$ cat src/rtl/uart_tx_arbiter_pkg.sv
// rtl/uart_tx_arbiter_pkg.sv - shared state encodings and default parameters for uart_tx_arbiter
package uart_tx_arbiter_pkg;

    localparam logic [1:0] ST_IDLE    = 2'd0;
    localparam logic [1:0] ST_SEND    = 2'd1;
    localparam logic [1:0] ST_RELEASE = 2'd2;

    localparam int DEFAULT_DEPTH   = 4;
    localparam int DEFAULT_TIMEOUT = 65535;

endpackage

$ cat src/rtl/uart_tx_arbiter_byte_fifo.sv
// rtl/uart_tx_arbiter_byte_fifo.sv - per-requester byte FIFO with occupancy-derived full/empty
module byte_fifo
    import uart_tx_arbiter_pkg::*;
#(
    parameter int DEPTH = DEFAULT_DEPTH
) (
    input  logic       clk,
    input  logic       rst_n,
    input  logic       wr_en,
    input  logic [7:0] wr_data,
    input  logic       rd_en,
    output logic [7:0] rd_data,
    output logic       empty,
    output logic       full
);

    localparam int AW = $clog2(DEPTH);
    localparam logic [AW-1:0] PTR_ONE = 1;
    localparam logic [AW:0]   CNT_ONE = 1;

    logic [7:0]    mem [DEPTH];
    logic [AW-1:0] wr_ptr;
    logic [AW-1:0] rd_ptr;
    logic [AW:0]   count;
    logic          do_wr;
    logic          do_rd;

    // Full comes from the occupancy register, so a same-cycle pop never frees a slot for a push.
    assign empty   = (count == '0);
    assign full    = (count == (AW+1)'(DEPTH));
    assign do_wr   = wr_en && !full;
    assign do_rd   = rd_en && !empty;
    assign rd_data = mem[rd_ptr];

    always_ff @(posedge clk) begin
        if (do_wr) begin
            mem[wr_ptr] <= wr_data;
        end
    end

    always_ff @(posedge clk or negedge rst_n) begin
        if (!rst_n) begin
            wr_ptr <= '0;
            rd_ptr <= '0;
            count  <= '0;
        end else begin
            if (do_wr) begin
                wr_ptr <= wr_ptr + PTR_ONE;
            end
            if (do_rd) begin
                rd_ptr <= rd_ptr + PTR_ONE;
            end
            case ({do_wr, do_rd})
                2'b10:   count <= count + CNT_ONE;
                2'b01:   count <= count - CNT_ONE;
                default: count <= count;
            endcase
        end
    end

endmodule

$ cat src/rtl/uart_tx_arbiter.sv
// rtl/uart_tx_arbiter.sv - round-robin sharing of one UART byte transmitter between two producers
module uart_tx_arbiter
    import uart_tx_arbiter_pkg::*;
#(
    parameter int DEPTH   = DEFAULT_DEPTH,
    parameter int TIMEOUT = DEFAULT_TIMEOUT
) (
    input  logic       clk,
    input  logic       rst_n,
    input  logic [7:0] req0_data,
    input  logic       req0_valid,
    output logic       req0_ready,
    input  logic [7:0] req1_data,
    input  logic       req1_valid,
    output logic       req1_ready,
    output logic [7:0] tx_data,
    output logic       tx_send,
    input  logic       tx_done,
    output logic       tx_src,
    output logic       busy,
    output logic       timeout_err
);

    localparam int CW = (TIMEOUT > 1) ? $clog2(TIMEOUT) : 1;
    localparam logic [CW-1:0] CNT_ONE = 1;
    localparam logic [CW-1:0] CNT_LAST = CW'(TIMEOUT - 1);

    logic [1:0]    state;
    logic          prio;
    logic [CW-1:0] cnt;
    logic [7:0]    rd_data0;
    logic [7:0]    rd_data1;
    logic          empty0;
    logic          empty1;
    logic          full0;
    logic          full1;
    logic          pop;
    logic          grant;
    logic          rd_en0;
    logic          rd_en1;

    byte_fifo #(.DEPTH(DEPTH)) u_fifo0 (
        .clk     (clk),
        .rst_n   (rst_n),
        .wr_en   (req0_valid),
        .wr_data (req0_data),
        .rd_en   (rd_en0),
        .rd_data (rd_data0),
        .empty   (empty0),
        .full    (full0)
    );

    byte_fifo #(.DEPTH(DEPTH)) u_fifo1 (
        .clk     (clk),
        .rst_n   (rst_n),
        .wr_en   (req1_valid),
        .wr_data (req1_data),
        .rd_en   (rd_en1),
        .rd_data (rd_data1),
        .empty   (empty1),
        .full    (full1)
    );

    // prio names the requester that wins a tie; a lone non-empty FIFO always wins.
    always_comb begin
        pop    = (state == ST_IDLE) && !tx_done && (!empty0 || !empty1);
        grant  = (!empty0 && !empty1) ? prio : empty0;
        rd_en0 = pop && !grant;
        rd_en1 = pop && grant;
    end

    assign req0_ready = !full0;
    assign req1_ready = !full1;
    assign busy       = (state != ST_IDLE);

    always_ff @(posedge clk or negedge rst_n) begin
        if (!rst_n) begin
            state       <= ST_IDLE;
            prio        <= 1'b0;
            cnt         <= '0;
            tx_data     <= 8'h00;
            tx_send     <= 1'b0;
            tx_src      <= 1'b0;
            timeout_err <= 1'b0;
        end else begin
            case (state)
                ST_IDLE: begin
                    if (pop) begin
                        tx_data <= grant ? rd_data1 : rd_data0;
                        tx_src  <= grant;
                        tx_send <= 1'b1;
                        prio    <= !grant;
                        cnt     <= '0;
                        state   <= ST_SEND;
                    end
                end
                ST_SEND: begin
                    if (tx_done) begin
                        tx_send <= 1'b0;
                        state   <= ST_RELEASE;
                    end else if (cnt == CNT_LAST) begin
                        tx_send     <= 1'b0;
                        timeout_err <= 1'b1;
                        state       <= ST_RELEASE;
                    end else begin
                        cnt <= cnt + CNT_ONE;
                    end
                end
                ST_RELEASE: begin
                    // Hold off the next byte until the transmitter has dropped done.
                    if (!tx_done) begin
                        cnt   <= '0;
                        state <= ST_IDLE;
                    end
                end
                default: state <= ST_IDLE;
            endcase
        end
    end

endmodule

$ cat config.mk
export PLATFORM = sky130hd
export DESIGN_NAME = uart_tx_arbiter
export DESIGN_NICKNAME = d
export VERILOG_FILES = /design/src/rtl/uart_tx_arbiter_pkg.sv /design/src/rtl/uart_tx_arbiter_byte_fifo.sv /design/src/rtl/uart_tx_arbiter.sv
export SDC_FILE = /design/constraint.sdc
export NUM_CORES = 1
export LEC_CHECK = 0
export CORE_UTILIZATION = 45
export CTS_CLUSTER_DIAMETER = 30
export DETAILED_ROUTE_END_ITERATION = 7
export MAX_ROUTING_LAYER = met4
export PLACE_DENSITY = 0.7
export SYNTH_ARGS = -nofsm -noshare
export SYNTH_HDL_FRONTEND = slang
export SYNTH_HIERARCHICAL = 1
export SYNTH_SLANG_ARGS = --single-unit
$ cat constraint.sdc
create_clock -name clk -period 2.6 [get_ports clk]
set_clock_uncertainty 0.05 [all_clocks]
set_input_delay 0.26 -clock clk [delete_from_list [all_inputs] [get_ports clk]]
set_output_delay 0.26 -clock clk [all_outputs]
set_load 0.005 [all_outputs]
**Word-level counts from Yosys, hierarchy flattened**

Memories as Yosys holds them, arrays and structs flattened.
Cells that the tools add are included.
Widths: inputs -> output; s select.

- Flip-flop bits (word level): 44
- ROM bits: 0
- Memories: 2
- Word-level logic and storage cells: 90
- Bits in writable memories: 64
- Output and inout port bits: 14
- Latch bits: 0
- Input bits: 21

Memory list:

| memory | words | width | read ports | clocked after Yosys merged registers in | write ports | line | RTL |
|---|---|---|---|---|---|---|---|
| u_fifo0.mem | 4 | 8 | 1 | 0 | 1 | uart_tx_arbiter_byte_fifo.sv:21 | `logic [7:0] mem [DEPTH];` |
| u_fifo1.mem | 4 | 8 | 1 | 0 | 1 | uart_tx_arbiter_byte_fifo.sv:21 |  |

- Bitwise gates (word level): 1
- Multiply operators: 0
- $add $sub $neg: 9
- Div/mod/pow operators: 0
- Shifts and indexed selects: 0
- Reduce and logical (&&, ||, !) cells: 29
- Order comparisons: 0
- Multiplexer cells: 22
- Equality and inequality tests: 14

Operators by type and width:

| operator | number |
|---|---|
| $mux 16 | 4 |
| $pmux 16 s3 | 1 |
| $add 16x1->16 const B | 1 |
| $eq 16x16->1 const B | 1 |
| $pmux 3 s2 | 2 |
| $logic_and 1x1->1 | 9 |
| $reduce_and 3->1 | 3 |
| $add 2x1->2 const B | 4 |
| $mux 1 | 8 |
| $mux 2 | 4 |
| $mux 8 | 1 |
| $ne 2x2->1 const B | 4 |
| $reduce_bool 2->1 | 4 |
| $add 3x1->3 const B | 2 |
| $eq 2x1->1 const B | 3 |
| $eq 2x2->1 const B | 3 |
| $eq 3x3->1 const B | 2 |
| $logic_not 1->1 | 6 |
| $logic_not 3->1 | 2 |
| $pmux 2 s3 | 1 |
| $sub 3x1->3 const B | 2 |
| $reduce_and 5->1 | 1 |
| $ne 3x3->1 const B | 1 |
| $reduce_bool 3->1 | 1 |
| other kinds (5) | 5 |

**Depth between registers and ports, before layout**

Gate-level depths: netlist (run 1).

- Word-level depth: 9
- Mapped depth: 13
- Mapped depth without buffers: 12

**Modules after synthesis**

The synthesis (run 1) kept the hierarchy.

Modules (own cells, without submodules):

| module | times used | sequential area each (µm²) | area each (µm²) | cells each |
|---|---|---|---|---|
| byte_fifo (u_fifo1) | 1 | 1,136.1 | 1,592.8 | 79 |
| byte_fifo (u_fifo0) | 1 | 1,136.1 | 1,584.0 | 80 |
| uart_tx_arbiter | 1 | 750.7 | 1,575.3 | 172 |

**Worst setup path after synthesis (run 1)**

OpenSTA, ideal clock, no wires.

- Kind: reg-to-reg
- Start point: register state[0]
- End point: register u_fifo1.count[2]
- Slack: -117 ps
- Required time: 2,471 ps
- Clock period less this slack: 2,717 ps
- Arrival: 2,587 ps
- Path buffers: 1
- Library setup time: 79 ps
- Stages on the path, launching flop included: 12
- Path through: dfrtp_1 -> or2_2 -> nor3b_1 -> clkbuf_1 -> nor2b_1 -> o31a_2 -> ha_1 -> inv_1 -> fa_1 -> xor2_1 -> nor2_1 -> xor2_1

- Word-level cells in the longest chain between the ends: 7
- Elaborated cells on any way between the ends: 9
- Classes of those cells: eq/ne: 2; mux: 1; reduce/logical: 6

RTL lines:

| element | line | RTL |
|---|---|---|
| from (decl) | uart_tx_arbiter.sv:28 | `logic [1:0] state;` |
| from (signal assigned) | uart_tx_arbiter.sv:78 | `state <= ST_IDLE;` |
| from (signal assigned) | uart_tx_arbiter.sv:94 | `state <= ST_SEND;` |
| from (signal assigned) | uart_tx_arbiter.sv:100 | `state <= ST_RELEASE;` |
| $logic_not 2->1 * | uart_tx_arbiter.sv:66 | `pop = (state == ST_IDLE) && !tx_done && (!empty0 \|\| !empty1);` |
| $logic_and 1x1->1 * (2 in a row) | uart_tx_arbiter.sv:66 |  |
| $logic_and 1x1->1 * | uart_tx_arbiter.sv:69 | `rd_en1 = pop && grant;` |
| via rd_en1 | uart_tx_arbiter.sv:40 | `logic rd_en1;` |
| $logic_and 1x1->1 * | uart_tx_arbiter_byte_fifo.sv:32 | `assign do_rd = rd_en && !empty;` |
| via u_fifo1.do_rd | uart_tx_arbiter_byte_fifo.sv:26 | `logic do_rd;` |
| $eq 2x1->1 or $eq 2x2->1 (tied branches) | uart_tx_arbiter_byte_fifo.sv:53 | `case ({do_wr, do_rd})` |
| $pmux 3 s2 or $reduce_bool 2->1 (tied branches) | - |  |
| to (signal assigned) | uart_tx_arbiter_byte_fifo.sv:54 | `2'b10: count <= count + CNT_ONE;` |
| to (signal assigned) | uart_tx_arbiter_byte_fifo.sv:55 | `2'b01: count <= count - CNT_ONE;` |
| to (signal assigned) | uart_tx_arbiter_byte_fifo.sv:56 | `default: count <= count;` |
| to (decl) | uart_tx_arbiter_byte_fifo.sv:24 | `logic [AW:0] count;` |

The timed path passes the listed nets; every way through them passes the cells marked *.
A chain may end at the register's enable or synchronous reset.

**Worst setup path in the final report (run 1)**

- Start point: register state[0]
- End point: register u_fifo0.count[2]

- Word-level cells in the longest chain between the ends: 7
- Elaborated cells on any way between the ends: 9
- Classes of those cells: eq/ne: 2; mux: 1; reduce/logical: 6

RTL lines:

| element | line | RTL |
|---|---|---|
| $logic_not 2->1 * | uart_tx_arbiter.sv:66 |  |
| $logic_and 1x1->1 * (2 in a row) | uart_tx_arbiter.sv:66 |  |
| $logic_and 1x1->1 * | uart_tx_arbiter.sv:68 | `rd_en0 = pop && !grant;` |
| via rd_en0 | uart_tx_arbiter.sv:39 | `logic rd_en0;` |
| $logic_and 1x1->1 * | uart_tx_arbiter_byte_fifo.sv:32 |  |
| via u_fifo0.do_rd | uart_tx_arbiter_byte_fifo.sv:26 |  |
| $eq 2x1->1 or $eq 2x2->1 (tied branches) | uart_tx_arbiter_byte_fifo.sv:53 |  |
| $pmux 3 s2 or $reduce_bool 2->1 (tied branches) | - |  |
| to (signal assigned) | uart_tx_arbiter_byte_fifo.sv:54 |  |
| to (signal assigned) | uart_tx_arbiter_byte_fifo.sv:55 |  |
| to (signal assigned) | uart_tx_arbiter_byte_fifo.sv:56 |  |
| to (decl) | uart_tx_arbiter_byte_fifo.sv:24 |  |

Marked as above.

==> qor.yml, run 1 <==
run_status:
  violations: "hold timing"
  outcome: "finished, violations left"
pwr:
  power_frac_seq: 0.483
  irDropWorstVdd_uv: 504
  power.density_nw_per_um2: 1010
  p_sw_w: 0.00185
  internal_power_w: 0.00367
  leakagePower_nw: 2.12
  swShare: 0.335
  clockPowerShare: 0.165
  power.share.combinational: 0.352
synthesis:
  syn_area_per_cell_um2: 14.4
  netlist_top_cells_count: "edfxtp_1, dfrtp_1, nor2_1"
  yosysMostFrequentCell: "edfxtp_1"
  yosys_most_used_dff: "edfxtp_1"
  synth.net_count: 366
  yosys_warnings: 6
  ys_top_cells_by_area: "edfxtp_1, dfrtp_1, mux4_2"
  synth_seq_cells: 108
  synth_top_area_share: 0.404
  syn_inst: 331
  seq_area_frac_synth: 0.636
  synth-async-reset-ratio: 0.407
  netlist_area_um2: 4750
  yosysTopAreaCell: "edfxtp_1"
  synth_edf_count: 64
  ys_types: 48
clocking:
  hold_buffers: 0
  cts_tree: "done"
  clk_latency_ns: 0.37
  cts_buffers: 9
  clockBufferDepth: 2
  ctsRootBufferMaster: "clkbuf_8"
  cts_htree_levels: 3
  cts.sinks: 108
  path_clk_slew_ns: 0.10
routing:
  drt-initial-drc-count: 105
  vias: 2730
  drcViolationCount: 0
  first_pass_iters: 4
  ant_nets: 0
  wirelength_um: 8590
  avgViaCountPerCell: 5.32
  post_drt_wl_per_cell_um: 16.7
place:
  placed_area_um2: 5240
  routabilityCongestion: 0.804
  dpl_worst_slack_ns: -0.00329
  io_buffers: 34
  dp.cells: 494
  place_hpwl_um: 5950
finish:
  fin_area_um2: 5450
  fill_cells: 884
  ff_latch_area_um2: 3020
  multi_input_area_um2: 1630
  final_cells: 513
  synthToLayoutAreaGrowth_pct: 14.8
  drive_gt1_frac: 0.167
  finish.utilization: 0.531
  antenna_cells: 0
  nets: 407
die:
  die_y_um: 105
  fp.dieArea_um2: 11000
  rows: 37
  dieWidth_um: 105
  ioPinCount: 35
  core_um2: 10300
  start_util: 0.462
timing:
  slew_viol_final: 0
  hold_violations: 4
  max_freq_ghz: 0.405
  final-setup-viol-count: 0
  setup_ws_ns: 0.132
  hold_ws_ns: -0.00638
  slew_headroom: 0.347
  fin_crit_ns: 2.47
  finalCritPeriodShare: 0.949
  worstMarginPinSlew_ns: 0.980
worst_setup_path:
  required_ns: 2.84
  cp_max_fo: 4
  worstPathArrival_ns: 2.71
  slowest_stage: "dfrtp_1"
  path_buf_inv: 2
  cp-start-kind: "register"
  cp-end-kind: "register"
  critPathKind: "register to register"
  max_stage_delay_ns: 0.42
  crit_family: "simple AND/OR/NAND/NOR gates"
  path_cells: "or2_4 > nor3b_4 > nand2_1 > inv_1 > o31a_2 > ha_2 > inv_1 > fa_1 > xor2_1 > nor2_1 > xor2_1"
global_routing:
  grt_pass1_wl_um: 14500
  antenna_found_initial: 0
  grt_pass1_vias: 2830
  grtUsageTotal: 0.179
  overflow: 0
  grt_max_degree: 45
hold_path:
  hold_path.class: "input port to async pin"
run:
  maxCapViolations: 0
## final timing paths
kind,start,to,slack (ns),cells after the start
setup / recovery,state[0],u_fifo0/count[2],0.13,11
hold / removal,rst_n,cnt[7],-0.006,1
setup reg to reg,state[0],u_fifo0/count[2],0.13,11
hold reg to reg,timeout_err,timeout_err,0.42,1
max in group asynchronous,rst_n,u_fifo0/count[0],1.84,1
min in group clk,timeout_err,timeout_err,0.42,1
## kinds of logic after synthesis
group,share of synthesized area
flops,0.636
simple gates,0.105
compound gates,0.0671
buf+inv,0.0261
mux,0.103
fa+ha+maj,0.0400
xor+xnor,0.0221
## cell usage in the layout (no fill, tap or decap), types with 3 or more instances in the layout
cell type        Yosys  final
edfxtp_1            64     64
dfrtp_1             44     43
clkdlybuf4s50_1      0     33
nor2_1              22     22
inv_1               19     19
nand2_1             16     16
a21oi_1             16     16
mux4_2              16     16
ha_1                12     11
mux2i_1             10     10
o21ai_0              9      9
clkbuf_8             0      9
nand3_1              8      8
o21ai_1              8      8
nor3_1               9      7
buf_4                2      7
xnor2_1              6      6
xor2_1               6      6
a21o_1               5      5
nand2b_1             4      4
a31oi_1              4      4
and3_2               4      4
and2_2               4      4
nand4_1              3      3
o31ai_1              3      3
clkinvlp_4           0      3
## flip-flops by register name (all words and copies together), names as in the netlist
register / flops
state: 2
u_fifo1/count: 3
u_fifo1/mem: 32
tx_send: 1
u_fifo0/count: 3
cnt: 16
tx_src: 1
timeout_err: 1
u_fifo1/rd_ptr: 2
u_fifo1/wr_ptr: 2
u_fifo0/mem: 32
prio: 1
u_fifo0/wr_ptr: 2
u_fifo0/rd_ptr: 2
tx_data: 8
## power groups by stage
| stage | clock [W] | combinational, W | sequential (W) |
|---|---|---|---|
| after floorplan | 0 | 0.00142 | 0.00250 |
| after global placement | 0 | 0.00184 | 0.00267 |
| after detailed placement | 0 | 0.00190 | 0.00269 |
| after CTS | 0.000944 | 0.00191 | 0.00267 |
| after global routing | 0.00100 | 0.00214 | 0.00274 |
| final | 0.000911 | 0.00194 | 0.00266 |
## stage by stage
step | setup TNS (ns) | total power, W
2_1_floorplan | -0.0368 | 0.00392
3_3_place_gp | 0 | 0.00451
3_5_place_dp | -0.00329 | 0.00459
4_1_cts | 0 | 0.00552
5_1_grt | -0.00128 | 0.00588
6_report | 0 | 0.00551
## what timing repair did
action | CTS | global route
setup endpoints to repair | 0 | 2
setup buffers | 0 | 3
hold endpoints to repair | 0 | 0
resized for setup | 0 | 6
## per-layer routing
metal / track usage / vias up / part of all wire
li1: - / 1305 / -
met1: 0.223 / 1353 / 0.45
met2: 0.287 / 58 / 0.49
met3: 0.0449 / 14 / 0.039
met4: 0.0634 / 0 / 0.019
met5: - / - / 0
## layout make-up
class                           instances  area share
Timing Repair Buffer                   41      0.0711
Multi-Input combinational cell        193       0.299
Inverter                               19      0.0131
Sequential cell                       108       0.554
Tap cell                              136      0.0312
Clock inverter                          5     0.00688
Clock buffer                           11      0.0241
Power figures use the tool's default switching activity.
==> run 2: changes to the inputs <==
- ABC_AREA: unset -> 0
==> results of run 2 <==
Final layout, timing and power as in run 1 (identical DEF).
